[src/rtl/fifo_unpacker.sv]
// fifo_unpacker: drains show-ahead FIFO words into LWIDTH-bit lanes on a valid/ready stream.
// Build option: define FIFO_UNPACK_MSB_FIRST_EN to emit the most-significant lane first.
module fifo_unpacker #(
  parameter int DWIDTH = 40,
  parameter int LWIDTH = 8
) (
  input  logic                 clk,
  input  logic                 rst,
  input  logic                 fifo_empty,
  input  logic [DWIDTH-1:0]    fifo_rd,
  output logic                 fifo_rden,
  input  logic                 flush,
  output logic                 o_valid,
  input  logic                 o_ready,
  output logic [LWIDTH-1:0]    o_data,
  output logic [(((DWIDTH/LWIDTH) > 1) ? $clog2(DWIDTH/LWIDTH) : 1)-1:0] o_lane,
  output logic                 o_last
);

  localparam int NLANE  = DWIDTH / LWIDTH;
  localparam int LANE_W = (NLANE > 1) ? $clog2(NLANE) : 1;
  localparam logic [LANE_W-1:0] LAST_LANE = LANE_W'(NLANE - 1);

  typedef enum logic {
    IDLE  = 1'b0,
    DRAIN = 1'b1
  } state_t;

  state_t              r_state;
  state_t              w_state_nxt;
  logic [DWIDTH-1:0]   r_word;
  logic [DWIDTH-1:0]   w_word_nxt;
  logic [LANE_W-1:0]   r_lane;
  logic [LANE_W-1:0]   w_lane_nxt;
  logic                w_busy;
  logic                w_last;
  logic                w_acc;
  logic                w_fin;
  logic                w_pop;
  logic [LWIDTH-1:0]   w_lanes [NLANE];

  assign w_busy = (r_state == DRAIN);
  assign w_last = w_busy & (r_lane == LAST_LANE);
  assign w_acc  = w_busy & o_ready;
  assign w_fin  = w_acc & w_last;
  // Pop only when the held word is absent or finishing this cycle; no dependence on fifo_rd.
  assign w_pop  = ~rst & ~flush & ~fifo_empty & (~w_busy | w_fin);

  assign fifo_rden = w_pop;
  assign o_valid   = w_busy;
  assign o_lane    = r_lane;
  assign o_last    = w_last;
  assign o_data    = w_lanes[r_lane];

  // Lane slicing of the held word in emission order.
  always_comb begin
    for (int i = 0; i < NLANE; i++) begin
`ifdef FIFO_UNPACK_MSB_FIRST_EN
      w_lanes[i] = r_word[DWIDTH-1-i*LWIDTH -: LWIDTH];
`else
      w_lanes[i] = r_word[i*LWIDTH +: LWIDTH];
`endif
    end
  end

  // Next-state: flush beats everything; a pop on word end reloads without a bubble.
  always_comb begin
    w_state_nxt = r_state;
    w_word_nxt  = r_word;
    w_lane_nxt  = r_lane;
    if (flush) begin
      w_state_nxt = IDLE;
      w_lane_nxt  = '0;
    end else if (w_pop) begin
      w_state_nxt = DRAIN;
      w_word_nxt  = fifo_rd;
      w_lane_nxt  = '0;
    end else if (w_fin) begin
      w_state_nxt = IDLE;
      w_lane_nxt  = '0;
    end else if (w_acc) begin
      w_lane_nxt  = r_lane + LANE_W'(1);
    end else begin
      w_lane_nxt  = r_lane;
    end
  end

  // State, word and lane registers with synchronous reset.
  always_ff @(posedge clk) begin
    if (rst) begin
      r_state <= IDLE;
      r_word  <= '0;
      r_lane  <= '0;
    end else begin
      r_state <= w_state_nxt;
      r_word  <= w_word_nxt;
      r_lane  <= w_lane_nxt;
    end
  end

endmodule

[config.mk]
export PLATFORM = sky130hd
export DESIGN_NAME = fifo_unpacker
export DESIGN_NICKNAME = d
export VERILOG_FILES = /design/src/rtl/fifo_unpacker.sv
export SDC_FILE = /design/constraint.sdc
export NUM_CORES = 1
export LEC_CHECK = 0
export ABC_CLOCK_PERIOD_IN_PS = 2150
export CAP_MARGIN = 10
export CORE_MARGIN = 1
export CORE_UTILIZATION = 35
export CTS_CLUSTER_SIZE = 30
export DETAILED_ROUTE_END_ITERATION = 6
export PLACE_DENSITY = 0.59
export SLEW_MARGIN = 25
export SYNTH_ARGS = -nofsm -noshare
export SYNTH_HDL_FRONTEND = slang
export SYNTH_SLANG_ARGS = --single-unit
[constraint.sdc]
create_clock -name clk -period 2.15 [get_ports clk]
set_input_delay 0.215 -clock clk [delete_from_list [all_inputs] [get_ports clk]]
set_output_delay 0.215 -clock clk [all_outputs]
set_load 0.05 [all_outputs]
# [Word-level counts from Yosys, hierarchy flattened]
# Cells that the tools add are included.
[op_classes] reduce_logical=4 n_eq_ne=1 order_cmp=1 bitwise_logic=12 muxes=5 add_sub_neg=1
[op_table] operator="8-bit binary-select mux with 3-bit select" n=1
[op_table] operator="8-bit two-way mux" n=2
[op_table] operator="1-bit bitwise AND" n=6
[op_table] operator="4-bit >= comparator, second input constant" n=1
[op_table] operator="1-bit inverter" n=4
[op_table] operator="3-bit inverter with 4-bit output" n=1
[op_table] operator="4-bit OR reduction" n=1
[op_table] operator="3-bit by 1-bit adder with 3-bit output, second input constant" n=1
[op_table] operator="3-bit equality test, second input constant" n=1
[op_table] operator="1-bit two-way mux" n=2
[op_table] operator="2-bit AND reduction" n=1
[op_table] operator="2-bit nonzero test" n=1
[op_table] operator="2-bit OR reduction" n=1
[op_table] operator="1-bit bitwise OR" n=1
[totals] register_bits=44 inputBits=45 elab_cells=27

# [Longest topological paths before layout]
[logic_depth] depth_word=6 depth_mapped=8 mapped_depth_nobuf=6

# [Worst setup path after synthesis]
# OpenSTA, ideal clock, no wires.
[synth_path] path_kind="register -> output" from="register r_lane[0] (netlist: o_lane[0])" to="output port o_data[7]" stages_incl_launch_ff=5 slack_ns=-0.338 arrival_ns=2.273 n_path_buf=1 cell_sequence="dfxtp_1 -> buf_2 -> mux4_2 -> inv_1 -> o21ai_0"
[synth_via] elab_chain_cells=4
[synth_lines] item="start: declaration" line_no="33" rtl="logic [LANE_W-1:0] r_lane;"
[synth_lines] item="start signal: assignment" line_no="97" rtl="r_lane <= w_lane_nxt;"
[synth_lines] item="3-bit inverter with 4-bit output (not written as such)" line_no="53" rtl="assign o_data = w_lanes[r_lane];"
[synth_lines] item="8-bit binary-select mux with 3-bit select" line_no="53"
[synth_lines] item="8-bit two-way mux (not written as such) (2 in series)" line_no="53"
[synth_lines] item="end: declaration" line_no="15" rtl="output logic [LWIDTH-1:0] o_data,"
# No other way between the ends. The select of a mux whose other input is x is not followed.

# [Final worst setup path]
[layout_path] from="register r_lane[1] (netlist: o_lane[1])" to="output port o_data[4]"
# The elaborated chain is that of the path after synthesis.

==> metrics.txt <==
status completed; HP Class input port to register; Setup Fix Bufs, Post-CTS 0; CTS root buf clkbuf_8; actual slew at the worst max-slew pin 0.503 ns; Peak supply drop 292 uV; Critical Path RT 1.93 ns; Yosys cell types 24; Iteration-0 DRC Markers 28; CP cell instances buf_4 > mux4_2 > inv_1 > o21ai_1 > buf_4; Initial Util 36.1%; end of the critical path o_data[4]; Mapped Cells 190; via count 1,499; final cell count without fillers 329; Final min period 1.98 ns; clock skew 0.00565 ns; vias in the first global route 1,433; DP Wirelength 3240 um; # nets final 298; worst flop-to-flop path endpoint r_word[37]$_SDFFE_PP0P_; port buffer count 58; first-pass GRT wire length 7180 um; Final Max Tran Viols 0; R2R cell count 6; ant diodes 0; Synth Flop Type dfxtp_1; CTS tree built; fraction of final layout cells sized beyond drive strength 1 31.7%; max incr delay on CP 0.53 ns; Fin Hold WS 0.521 ns; synthesized area 2280 um^2; Area growth, synth to finish 32.3%; CP Launch Type register; crit-path most repeated cell buf_4; Ys Warns 0; number of cells upsized or downsized after cts 0; pin count of the biggest net entering global routing 42; Avg Inst Size Synth 12.0 um^2; Cell Pwr Density 566 nW/um^2; Worst Setup SP o_lane[1]$_SDFFE_PP0P_; #FFs+latches synth 44; Setup CP Type register to output port; final setup violation count 0; RSZ-0062 raised after global routing false; Num CTS Buffers 5; final core utilization 47.8%; final worst-path cycle share 91.9%; initial antenna violation count 0; # IOs 59; drt wl/cell 13.8 um; all-layer global routing usage 14.4%; Crit Path Max Fanout 12; post-route ant nets 0; number of buffers inserted by hold repair at cts 0; Die Y 82.7 um; drt pass-1 iters 4; Reg2Reg Launch Point o_lane[0]$_SDFFE_PP0P_; Slew headroom 66.4%; clk buf depth 2; total congestion overflow 0; register area share after synthesis 38.7%; flop2flop setup slack 0.46 ns; core area 6310 um^2; H-Tree Depth 2; clock tree sinks 44; Leak 1.32 nW; clock slew at reported path FFs 0.08 ns; DR vias/cell 4.56; drc violations 0; Fmax 506 MHz; routability cong. 0.740; Synth async-reset ratio 0%; Die Area 6840 um^2; Hold Vio Cnt, Final 0; Slowest cell on crit path mux4_2; Max-Cap Viols 0; crit path DAT 1.76 ns; Post-Syn Nets 237; Clk Latency, worst-skew pair 0.29 ns; Die X 82.7 um; drt total wl 4530 um; number of enable flip-flop cells after synthesis 0; placed cells 321; Row Count 29; Critical Path Sink Type output port
[cells by family (layout without fill, tap and decap cells)]
family / count (synthesis) / after routing / share of synthesized area [%]
AOI/OAI and AO/OA: 11 / 11 / 2.86
and+or+nand+nor: 59 / 59 / 15.2
DFF: 44 / 44 / 38.7
adders and majority gates: 2 / 2 / 1.10
buffers and inverters: 23 / 85 / 6.92
muxes: 49 / 49 / 34.5
xor gates and xnor gates: 2 / 2 / 0.769
[report_power, final]
part	internal (mW)	switching [mW]
clock	0.257	0.271
sequential	0.857	0.0190
combinational	0.188	0.115
[how the worst min path moves through the flow]
stage | from | endpoint | slack [ns] | cells past startpoint
after floorplan | fifo_rd[10] | r_word[10]$_SDFFE_PP0P_ | 0.34 | 1
after global placement | o_valid$_SDFFE_PP0P_ | o_valid$_SDFFE_PP0P_ | 0.56 | 2
after detailed placement | o_valid$_SDFFE_PP0P_ | o_valid$_SDFFE_PP0P_ | 0.56 | 2
after CTS | fifo_rd[10] | r_word[10]$_SDFFE_PP0P_ | 0.52 | 2
after global routing | fifo_rd[10] | r_word[10]$_SDFFE_PP0P_ | 0.51 | 2
final | fifo_rd[10] | r_word[10]$_SDFFE_PP0P_ | 0.52 | 2
[stage by stage]
stage	setup TNS [ns]	area (um^2)	power, mW	setup slack (ns)
floorplan	-0.352	2290	1.08	-0.0633
global placement	0	2920	1.20	0.172
detailed placement	0	2920	1.20	0.152
CTS	0	3020	1.73	0.152
global route	0	3020	1.79	0.0833
finish	0	3020	1.71	0.174
[metal layers]
metal / GRT usage, % / vias to the layer above / share of wire [%]
met5: 0 / - / 0
met4: 4.14 / 0 / 0.88
met3: 3.63 / 2 / 5.0
met2: 21.5 / 38 / 44
met1: 20.4 / 702 / 50
li1: - / 757 / -
[final cells by class]
type | instances | area [um^2]
clock buffers | 6 | 82.6
clock inverters | 2 | 10.0
fillers | 609 | 3300
inverters | 12 | 45.0
multi-input cells | 123 | 1250
flip-flops and latches | 44 | 881
well taps | 77 | 96.3
repair buffers | 65 | 653
[critical path: cells and delay by family, from the launching register on]
family                 cells  cell delay [ns]
DFF                        1             0.34
AOI/OAI and AO/OA          1             0.07
muxes                      1             0.53
buffers and inverters      3             0.52
[synthesized netlist by cell type, types with 2 or more instances]
cell	instances	area share, %
inv_1	11	1.8
nor3_1	3	0.66
o21ai_1	7	1.5
dfxtp_1	44	39
ha_1	2	1.1
mux2_4	39	26
nand2_1	10	1.6
buf_12	4	3.5
clkbuf_1	2	0.33
nor2b_1	39	11
buf_2	5	1.1
o21ai_0	3	0.66
nor2_1	2	0.33
mux4_2	8	7.9
nand3_1	2	0.44
[cells in the final DEF, fill, tap and decap left out, drive strengths merged]
master         synthesis  final
mux2i                  1      1
o21ai                 10     10
and2b                  1      1
clkdlybuf4s50          0     46
inv                   12     12
nand2                 10     10
nor2b                 39     39
nand3                  2      2
a21o                   1      1
nor3b                  1      1
buf                    9     19
mux2                  40     40
or3                    1      1
ha                     2      2
clkinv                 0      2
nor2                   2      2
clkbuf                 2      6
xor2                   1      1
dfxtp                 44     44
mux4                   8      8
nor3                   3      3
xnor2                  1      1
[sequential cells by signal, summed over array words and instances, names as in the netlist]
signal   count
o_valid      1
r_word      40
o_lane       3
Power figures use the tool's default switching activity.
